**src/rtl/board_pkg.sv**
```systemverilog
// Shared board-level constants for the switch conditioning path feeding ss_cntr.
package board_pkg;

  localparam int SW_W      = 8;
  localparam int SW_DIV    = 10000;
  localparam int SW_STABLE = 4;

  // Counter width that still works when the terminal count is 0 or 1.
  function automatic int cnt_width(input int n);
    return (n > 1) ? $clog2(n) : 1;
  endfunction

endpackage

```
**src/rtl/sw_db_chan.sv**
```systemverilog
// One debounce channel: counts disagreeing sample ticks and accepts a new level
// after STABLE of them in a row, emitting a single-cycle rise or fall pulse.
module sw_db_chan
  import board_pkg::*;
#(
  parameter int STABLE = SW_STABLE
) (
  input  logic clk,
  input  logic rst_n,
  input  logic tick,
  input  logic s,
  output logic db,
  output logic rise,
  output logic fall,
  output logic accept
);

  localparam int            CW   = cnt_width(STABLE);
  localparam logic [CW-1:0] LAST = CW'(STABLE - 1);

  logic [CW-1:0] scnt;

  // Lets the top register sw_chg in the same cycle the pulses appear.
  assign accept = tick && (s != db) && (scnt == LAST);

  always_ff @(posedge clk or negedge rst_n) begin
    if (!rst_n) begin
      scnt <= '0;
      db   <= 1'b0;
      rise <= 1'b0;
      fall <= 1'b0;
    end else begin
      rise <= 1'b0;
      fall <= 1'b0;
      if (tick) begin
        // Any agreeing sample restarts the count, which rejects bounce.
        if (s == db) begin
          scnt <= '0;
        end else if (scnt == LAST) begin
          db   <= s;
          scnt <= '0;
          rise <= s;
          fall <= ~s;
        end else begin
          scnt <= scnt + CW'(1);
        end
      end
    end
  end

endmodule

```
**src/rtl/sw_debounce.sv**
```systemverilog
// Switch bank conditioner: two-flop synchroniser, shared sample prescaler and
// one debounce channel per bit, with a combined change pulse.
module sw_debounce
  import board_pkg::*;
#(
  parameter int W          = SW_W,
  parameter int DIV        = SW_DIV,
  parameter int STABLE     = SW_STABLE,
  parameter int ACTIVE_LOW = 0
) (
  input  logic         clk,
  input  logic         rst_n,
  input  logic [W-1:0] sw_raw,
  output logic [W-1:0] sw_db,
  output logic [W-1:0] sw_rise,
  output logic [W-1:0] sw_fall,
  output logic         sw_chg
);

  localparam int            PW    = cnt_width(DIV);
  localparam logic [PW-1:0] PLAST = PW'(DIV - 1);
  localparam logic [W-1:0]  INV   = (ACTIVE_LOW != 0) ? {W{1'b1}} : {W{1'b0}};

  logic [PW-1:0] pcnt;
  logic          tick;
  logic [W-1:0]  sync1;
  logic [W-1:0]  sync2;
  logic [W-1:0]  s;
  logic [W-1:0]  accept;

  assign tick = (pcnt == PLAST);

  always_ff @(posedge clk or negedge rst_n) begin
    if (!rst_n) begin
      pcnt <= '0;
    end else begin
      pcnt <= tick ? '0 : pcnt + PW'(1);
    end
  end

  // Reset to the inactive pin level so the logical level starts at 0.
  always_ff @(posedge clk or negedge rst_n) begin
    if (!rst_n) begin
      sync1 <= INV;
      sync2 <= INV;
    end else begin
      sync1 <= sw_raw;
      sync2 <= sync1;
    end
  end

  assign s = sync2 ^ INV;

  for (genvar i = 0; i < W; i++) begin : g_chan
    sw_db_chan #(
      .STABLE(STABLE)
    ) u_chan (
      .clk    (clk),
      .rst_n  (rst_n),
      .tick   (tick),
      .s      (s[i]),
      .db     (sw_db[i]),
      .rise   (sw_rise[i]),
      .fall   (sw_fall[i]),
      .accept (accept[i])
    );
  end

  always_ff @(posedge clk or negedge rst_n) begin
    if (!rst_n) begin
      sw_chg <= 1'b0;
    end else begin
      sw_chg <= |accept;
    end
  end

endmodule
```
**config.mk**
```make
export PLATFORM = sky130hd
export DESIGN_NAME = sw_debounce
export DESIGN_NICKNAME = d
export VERILOG_FILES = /design/src/rtl/board_pkg.sv /design/src/rtl/sw_db_chan.sv /design/src/rtl/sw_debounce.sv
export SDC_FILE = /design/constraint.sdc
export NUM_CORES = 1
export LEC_CHECK = 0
export ABC_CLOCK_PERIOD_IN_PS = 1700
export BUFFER_PORTS_ARGS = -buffer_cell sky130_fd_sc_hd__buf_4
export CAP_MARGIN = 20
export CELL_PAD_IN_SITES_DETAIL_PLACEMENT = 0
export CELL_PAD_IN_SITES_GLOBAL_PLACEMENT = 1
export CORE_MARGIN = 2
export CORE_UTILIZATION = 42
export CTS_CLUSTER_SIZE = 8
export DETAILED_ROUTE_END_ITERATION = 6
export PLACE_DENSITY = 0.84
export SYNTH_ARGS = -nofsm -noshare
export SYNTH_HDL_FRONTEND = slang
export SYNTH_SLANG_ARGS = --single-unit
```
**constraint.sdc**
```tcl
create_clock -name clk -period 1.7 [get_ports clk]
set_input_delay 0.425 -clock clk [delete_from_list [all_inputs] [get_ports clk]]
set_output_delay 0.425 -clock clk [all_outputs]
set_load 0.05 [all_outputs]
```
Yosys cells after proc, flatten, opt, wreduce, memory -nomap -nowiden
Index checks and enable logic that the tools add are counted.
W data, S select, Z words.
- add/sub/neg operators: 9
- equal/unequal tests: 25
- multiplexer cells: 65
- bitwise gates (word level): 16
- reduce and logical (&&, ||, !) cells: 25
- operator list (cell ; count):
    $mux W1 ; 48
    $mux W2 ; 16
    $reduce_and A3 Y1 ; 8
    $add A2 B1 Y2 const B ; 8
    $eq A2 B2 Y1 const B ; 8
    $logic_and A1 B1 Y1 ; 16
    $not A1 Y1 ; 16
    $add A14 B1 Y14 const B ; 1
    $eq A14 B14 Y1 const B ; 1
    $mux W14 ; 1
    $eq A1 B1 Y1 ; 8
    $ne A1 B1 Y1 ; 8
    $reduce_or A8 Y1 ; 1
- flip-flop bits (word level): 71
- output and inout port bits: 25
- logic and storage cells: 176

Logic depth before layout (Yosys ltp)
Gate-level depths: netlist of the first run.
- depth in word-level cells: 4
- mapped depth: 8
- depth with buffers taken out: 5

Cells and area by module
From an unflattened synthesis of the first run, not the netlist that was laid out.
- cell total of the unflattened synthesis: 226
- area total of the unflattened synthesis: 2811.4 um2
- modules (own cells, without submodules) (module ; times used ; cells an instance ; area an instance (um2)):
    sw_db_chan ; 8 ; 18 ; 212.7
    sw_debounce ; 1 ; 82 ; 1109.8

Least setup slack after synthesis of the first run
Ideal clock, no wire load.
- kind: reg-to-reg
- from: reg pcnt[0]
- to: reg g_chan[1].u_chan.db
- setup time: 0.125 ns
- arrival: 1.566 ns
- required time: 1.575 ns
- setup slack: 0.009 ns
- cell stages (with the launch flop): 8
- buffers on the path: 2
- period minus slack after synthesis: 1.691 ns
- cell sequence: dfrtp_1 ha_1 and3_1 buf_4 and4_4 buf_12 nand2_4 mux2_4
- longest elaborated chain between the ends: 2
- ends and longest elaborated chain (item ; RTL line ; text):
    start: declaration ; sw_debounce.sv:24 ; logic [PW-1:0] pcnt;
    start signal: assignment ; sw_debounce.sv:37 ; pcnt <= tick ? '0 : pcnt + PW'(1);
    $eq A14 B14 Y1 ; sw_debounce.sv:31 ; assign tick = (pcnt == PLAST);
    $reduce_and A3 Y1 (no line) ; n/a ;
    end signal: assignment ; sw_db_chan.sv:40 ; db <= s;
    end: declaration ; sw_db_chan.sv:12 ; output logic db,
No other way between the ends.
A chain may end at the register's enable or synchronous reset.

Worst setup path in the final report of the first run
- from: reg pcnt[4]
- to: reg g_chan[6].u_chan.db
- longest elaborated chain between the ends: 2
- ends and longest elaborated chain (item ; RTL line):
    $eq A14 B14 Y1 ; sw_debounce.sv:31
    $reduce_and A3 Y1 (no line) ; n/a
    end signal: assignment ; sw_db_chan.sv:40
    end: declaration ; sw_db_chan.sv:12
No other way between the ends.

==> results of run 1 <==
[critical path, delay by kind of cell (launching register included)]
family        cells  cell delay [ps]
simple gates      3              690
flops             1              420
buf+inv           1              140
mux               1              290
[synthesized netlist by cell type (4+ instances only)]
cell type,instances
ha_1,9
xor2_1,12
nand2_1,38
nor3b_1,16
nand2_4,7
buf_4,26
nor2_1,14
xnor2_1,5
a22oi_1,4
dfrtp_1,71
nand3_1,16
o21ai_0,10
mux2_4,7
[power by group]
| group | total [mW] | internal, mW | switching (mW) |
|---|---|---|---|
| Combinational | 0.0725 | 0.0278 | 0.0447 |
| Clock | 1.31 | 0.709 | 0.606 |
| Sequential | 1.72 | 1.71 | 0.0139 |
[kinds of logic after synthesis]
group                      count (synthesis)  share of synthesized area (%)
buffers and inverters                     31                           7.58
DFF                                       71                           57.9
AOI/OAI and AO/OA                         15                           2.89
muxes                                      9                           4.12
and+or+nand+nor                          103                           19.0
adders and majority gates                  9                           3.67
xor gates and xnor gates                  17                           4.85
[routing by layer]
layer | up-vias | share of wire, %
met4 | 0 | 0.78
met3 | 4 | 3.3
met2 | 30 | 52
met5 | - | 0
li1 | 909 | -
met1 | 891 | 44
[final timing paths]
| kind | from | end |
|---|---|---|
| worst min-delay path | sw_raw[5] | sync1[5] |
| worst max-delay path | pcnt[4] | g_chan[6].u_chan.db |
| worst min register to register | sync1[0] | s[0] |
| worst max register to register | pcnt[4] | g_chan[6].u_chan.db |
| min in group asynchronous | rst_n | g_chan[4].u_chan.db |
| max in group asynchronous | rst_n | g_chan[2].u_chan.scnt[0] |
[state kept, by name, indices dropped and copies added, names as in the netlist]
name and count:
sync1 8, g_chan.u_chan.rise 8, sw_chg 1, g_chan.u_chan.db 8, pcnt 14, s 8, g_chan.u_chan.fall 8, g_chan.u_chan.scnt 16
[repair_timing]
item | CTS | global route
pin swaps | 0 | 7
gates resized for setup | 1 | 16
setup endpoints to repair | 2 | 15
endpoints found under the hold margin | 26 | 0
cloned | 0 | 2
buffers inserted | 1 | 2
hold buffers | 1 | 0
[layout make-up]
cell class | count | area share [%]
Sequential cell | 71 | 47.7
Tap cell | 99 | 3.33
Timing Repair Buffer | 57 | 13.4
Multi-Input combinational cell | 153 | 30.3
Clock inverter | 6 | 1.61
Clock buffer | 10 | 3.69
[per-stage QoR]
step | setup TNS [ps] | cells | cell area (um2) | worst slack (ps)
2_1_floorplan | 0 | 255 | 3070 | 8.93
3_3_place_gp | 0 | 374 | 3380 | 5.52
3_5_place_dp | -28.1 | 374 | 3380 | -28.1
4_1_cts | 0 | 392 | 3600 | 9.78
5_1_grt | -471 | 396 | 3720 | -62.4
6_report | 0 | 396 | 3720 | 41.3
==> summary.md, run 1 <==
| Metric | Value |
|---|---|
| Status | finished clean |
| Area grow syn2layout | 21.4% |
| Number of diodes | 0 |
| I/O Buffers | 34 |
| Setup Skew | 8.70 ps |
| Total core area | 7180 um2 |
| Worst setup SP type | register |
| Area contributors post-synth | dfrtp_1, buf_4, nand2_1 |
| Hold slack final | 186 ps |
| Post-synth ARST share | 100% |
| Setup violations, final | 0 |
| Die area | 8010 um2 |
| Syn_nets | 274 |
| Multi-input gate area | 1130 um2 |
| Fin. Hold Viols | 0 |
| Max-Cap Viols | 0 |
| Syn Area/Cell | 12.0 um2 |
| Worst-skew pair later-pin latency | 340 ps |
| Num CTS Buffers | 9 |
| Met1 usage | 15.3% |
| R2R depth | 5 |
| DPL Wire Length | 3220 um |
| Flops & latches, synth | 71 |
| Crit-path max cell delay | 420 ps |
| VDD IR-drop max | 0.000299 V |
| GRT busiest layer | met2 |
| Dominant synthesized flop cell | dfrtp_1 |
| Flop2flop setup slack | 40 ps |
| Global-route wire length before repair | 7760 um |
| Commonest non-fill, non-tap cell in the layout | dfrtp_1 |
| Fin nets | 311 |
| Most frequent cells in the layout | dfrtp_1, buf_4, nand2_1 |
| IO Pins | 35 |
| Via count | 1834 |
| Seq/Total Area, Yosys | 57.9% |
| Fill cells | 633 |
| DRT Pass-1 Iters | 5 |
| Die Height | 89.5 um |
| Worst EP arrival | 1880 ps |
| CTS tree | done |
| RSZ-0062 raised after global routing | true |
| Largest net degree at the start of global routing | 46 |
| Slew HR | 77.5% |
| Initial antenna violation count | 0 |
| PD cells | 835 nW/um2 |
| CP max-delay cell | dfrtp_1 |
| Root buf cell | clkbuf_8 |
| Final weighted congestion in routability-driven placement | 0.757 |
| Largest fanout on the critical path | 7 |
| First DRT Iteration DRCs | 53 |
| Worst EP required | 1930 ps |
| Remaining antenna violation count after routing | 0 |
| Worst setup path class | reg2reg |
| CTS Buffer Depth | 2 |
| Crit share post-route | 97.6% |
| Fin crit period | 1660 ps |
| CTS HTree Levels | 3 |
| Synth area leader | dfrtp_1 |
| Final Max Tran Viols | 0 |
| GR met2 Demand/Resource | 21.5% |
| Initial Util | 42.8% |
| Storage element area | 1780 um2 |
| Met3 usage | 5.82% |
| Hold Crit Depth | 1 |
| Vias in the first global route | 1742 |
| Total Power | 3.11 mW |
| Actual slew at the worst max-slew pin | 338 ps |
| Total Routing Usage GR | 13.0% |
| Die W | 89.5 um |
| Num rows | 31 |
| P_leak | 1.92 nW |
| Synth cell types | 27 |
| FMAX | 603 MHz |
| Post-route DRC | 0 |
| Post-synth EDFFs | 0 |
| Routed wire length | 4850 um |
| Worst Hold Class | in2reg |
| Warnings from Yosys | 0 |
| CP Capture Type | register |
| Share of layout cells above drive strength 1 | 34.7% |
| Post-synthesis cell area | 3070 um2 |
| Clock Pin Slew Worst Setup and Hold Paths | 70 ps |
| Final Util | 51.9% |
| Vias per cell | 4.63 |
| Total grt overflow | 0 |
| Sequence of cells on the critical path | nor4b_4 -> and4_4 -> buf_12 -> nand2_4 -> mux2_4 |
| Post-synthesis cell count | 255 |
| WL/cell | 12.3 um |
| Clock sink count | 71 |
| Share of the synthesized area in the top cell type | 57.9% |
Power figures use the tool's default switching activity.
==> run 2: changes to the inputs <==
--- a/config.mk
+++ b/config.mk
@@ -10,7 +10,7 @@
 export CAP_MARGIN = 20
 export CELL_PAD_IN_SITES_DETAIL_PLACEMENT = 0
 export CELL_PAD_IN_SITES_GLOBAL_PLACEMENT = 1
-export CORE_MARGIN = 2
+export CORE_MARGIN = 3
 export CORE_UTILIZATION = 42
 export CTS_CLUSTER_SIZE = 8
 export DETAILED_ROUTE_END_ITERATION = 6
==> run 2 against run 1 <==
  * Clock skew decreased by 1.8 ps
  * Register-to-register slack about the same
  * Fmax increased by 0.80%
  * Hold slack improved by 11 ps
  * Die area increased by 4.5%
  * Final area decreased by 2.8%
  * Global-route usage increased by 0.26 points
  * Via count decreased by 1.1%
  * Routed wire length decreased by 1.2%
  * Combinational power increased by 4.3%
  * Power decreased by 5.2%
  * Largest power group unchanged
==> summary.md, run 2 (same netlist as run 1, synthesis figures left out) <==
| Metric | Value |
|---|---|
| Status | finished clean (unchanged) |
| Worst EP arrival | 1860 ps (was 1880 ps) |
| Worst EP required | 1920 ps (was 1930 ps) |
| I/O Buffers | 34 (unchanged) |
| Vias in the first global route | 1855 (was 1742) |
| PD cells | 813 nW/um2 (was 835 nW/um2) |
| CP Capture Type | register (unchanged) |
| Final setup margin | 54.5 ps (was 41.3 ps) |
| Share of layout cells above drive strength 1 | 32.5% (was 34.7%) |
| Final weighted congestion in routability-driven placement | 0.780 (was 0.757) |
| Post-route DRC | 0 (unchanged) |
| Setup violations, final | 0 (unchanged) |
| CTS Buffer Depth | 2 (unchanged) |
| CTS HTree Levels | 3 (unchanged) |
| Total core area | 6940 um2 (was 7180 um2) |
| Remaining antenna violation count after routing | 0 (unchanged) |
| Num CTS Buffers | 9 (unchanged) |
| Clock Pin Slew Worst Setup and Hold Paths | 70 ps (about the same) |
| Largest net degree at the start of global routing | 27 (was 46) |
| Dpl ws | -3.83 ps (was -28.1 ps) |
| Setup Skew | 6.87 ps (was 8.70 ps) |
| Die area | 8370 um2 (was 8010 um2) |
| Max-Cap Viols | 0 (unchanged) |
| Routed wire length | 4800 um (was 4850 um) |
| Clock sink count | 71 (unchanged) |
| Clock power frac | 39.0% (was 42.3%) |
| Largest fanout on the critical path | 11 (was 7) |
| Sw frac | 21.0% (was 21.4%) |
| P_leak | 1.88 nW (was 1.92 nW) |
| Hold path start | sw_raw[0] (was sw_raw[5]) |
| DPL Wire Length | 3490 um (was 3220 um) |
| Initial antenna violation count | 0 (unchanged) |
| Crit-path max cell delay | 400 ps (was 420 ps) |
| Crit share post-route | 96.8% (was 97.6%) |
| Max FFs per register | 16 (unchanged) |
| Most frequent cells in the layout | dfrtp_1, buf_4, nand2_1 (unchanged) |
| First DRT Iteration DRCs | 113 (was 53) |
| Design Area, Final | 3620 um2 (was 3720 um2) |
| IO Pins | 35 (unchanged) |
| Non-Filler Instances | 388 (was 396) |
| Worst setup SP type | register (unchanged) |
| Hold slack final | 197 ps (was 186 ps) |
| Worst reg2reg path endpoint | g_chan[7].u_chan.db (was g_chan[6].u_chan.db) |
| Hold Path End | sync1[0] (was sync1[5]) |
| Worst r2r src | pcnt[1] (was pcnt[4]) |
| Register share of total power | 58.5% (was 55.4%) |
| P_int | 2.33 mW (was 2.44 mW) |
| Fin crit period | 1650 ps (was 1660 ps) |
| R2R depth | 6 (was 5) |
| Top reg by flops | g_chan.u_chan.scnt (unchanged) |
| Slew HR | 80.1% (was 77.5%) |
| Worst setup path class | reg2reg (unchanged) |
| WL/cell | 12.4 um (was 12.3 um) |
| Total Routing Usage GR | 13.3% (was 13.0%) |
| Fin nets | 308 (was 311) |
| Final Max Tran Viols | 0 (unchanged) |
| Actual slew at the worst max-slew pin | 298 ps (was 338 ps) |
| Worst Hold Class | in2reg (unchanged) |
| Global-route wire length before repair | 8710 um (was 7760 um) |
| Total grt overflow | 0 (unchanged) |
| Root buf cell | clkbuf_8 (unchanged) |
| Initial Util | 44.2% (was 42.8%) |
| VDD IR-drop max | 0.000452 V (was 0.000299 V) |
| RSZ-0062 raised after global routing | true (unchanged) |
| Commonest non-fill, non-tap cell in the layout | dfrtp_1 (unchanged) |
| Vias per cell | 4.68 (was 4.63) |
| CTS tree | done (unchanged) |
| Num rows | 30 (was 31) |
| Combinational share of power | 2.6% (was 2.3%) |
| Placed Area | 3380 um2 (about the same) |
| Area grow syn2layout | 18.0% (was 21.4%) |
| Placed insts | 372 (was 374) |
| Largest regs | g_chan.u_chan.scnt x16, pcnt x14 (unchanged) |
| Worst-skew pair later-pin latency | 330 ps (was 340 ps) |
| Via count | 1814 (was 1834) |
| Fin. Hold Viols | 0 (unchanged) |
| Flop2flop setup slack | 50 ps (was 40 ps) |
| Hold Crit Depth | 1 (unchanged) |
| Sequence of cells on the critical path | ha_2 -> and3_4 -> and4_4 -> buf_12 -> nand2_2 -> mux2_2 (was nor4b_4 -> and4_4 -> buf_12 -> nand2_4 -> mux2_4) |
| DRT Pass-1 Iters | 5 (unchanged) |
| CP max-delay cell | dfrtp_1 (unchanged) |
| Total Power | 2.95 mW (was 3.11 mW) |
| Psw | 0.618 mW (was 0.665 mW) |
| Die W | 91.5 um (was 89.5 um) |
| Die Height | 91.5 um (was 89.5 um) |
| Fill cells | 611 (was 633) |
| Number of diodes | 0 (unchanged) |
| FMAX | 608 MHz (was 603 MHz) |
[run 2: worst max-delay path, delay by kind of cell, from the launching register on]
family                   cells  cell delay [ps]
adder cells (fa/ha/maj)      1              200
flip-flops                   1              400
AND/OR/NAND/NOR              3              460
multiplexers                 1              330
buffers and inverters        1              150
[run 2: power groups by stage]
stage / clock (mW) / sequential (mW) / combinational [mW]
2_1_floorplan: 0 / 1.75 / 0.0150
5_1_grt: 1.27 / 1.72 / 0.0873
4_1_cts: 1.20 / 1.72 / 0.0786
6_report: 1.15 / 1.72 / 0.0756
3_5_place_dp: 0 / 1.75 / 0.0763
3_3_place_gp: 0 / 1.75 / 0.0765
[run 2: routing by layer]
layer	share of wire [%]	track usage, %
met1	45	16.9
met2	48	20.2
met4	1.6	5.03
met3	5.4	5.55
met5	0	0
[run 2: final cells by class]
| cell class | instances | area (um2) | share of cell area, % |
|---|---|---|---|
| multi-input cells | 153 | 1110 | 30.6 |
| flip-flops and latches | 71 | 1780 | 49.1 |
| clock inverters | 3 | 20.0 | 0.553 |
| repair buffers | 54 | 445 | 12.3 |
| well taps | 96 | 120 | 3.32 |
| clock buffers | 11 | 151 | 4.18 |
[run 2: repair_timing]
| action | CTS | global route |
|---|---|---|
| resized for setup | 0 | 10 |
| hold buffers | 1 | 0 |
| buffers inserted | 0 | 1 |
| gates cloned | 0 | 0 |
| endpoints found under the hold margin | 19 | 0 |
| pin swaps | 1 | 3 |
| setup endpoints to repair | 1 | 16 |
[run 2: worst max path at each step]
stage | startpoint | to | slack, ps | cells after the start
2_1_floorplan | pcnt[0] | g_chan[1].u_chan.db | 9 | 7
3_3_place_gp | pcnt[0] | g_chan[7].u_chan.db | 60 | 6
3_5_place_dp | pcnt[11] | g_chan[5].u_chan.fall | -4 | 6
4_1_cts | pcnt[4] | g_chan[5].u_chan.fall | 4 | 6
5_1_grt | pcnt[7] | g_chan[2].u_chan.db | -4 | 5
6_report | pcnt[1] | g_chan[7].u_chan.db | 50 | 6
[run 2: through the flow]
stage	utilization [%]	TNS (ps)
2_1_floorplan	-	0
3_3_place_gp	48.7	0
3_5_place_dp	48.7	-3.83
4_1_cts	51.4	0
5_1_grt	52.2	-3.95
6_report	52.2	0
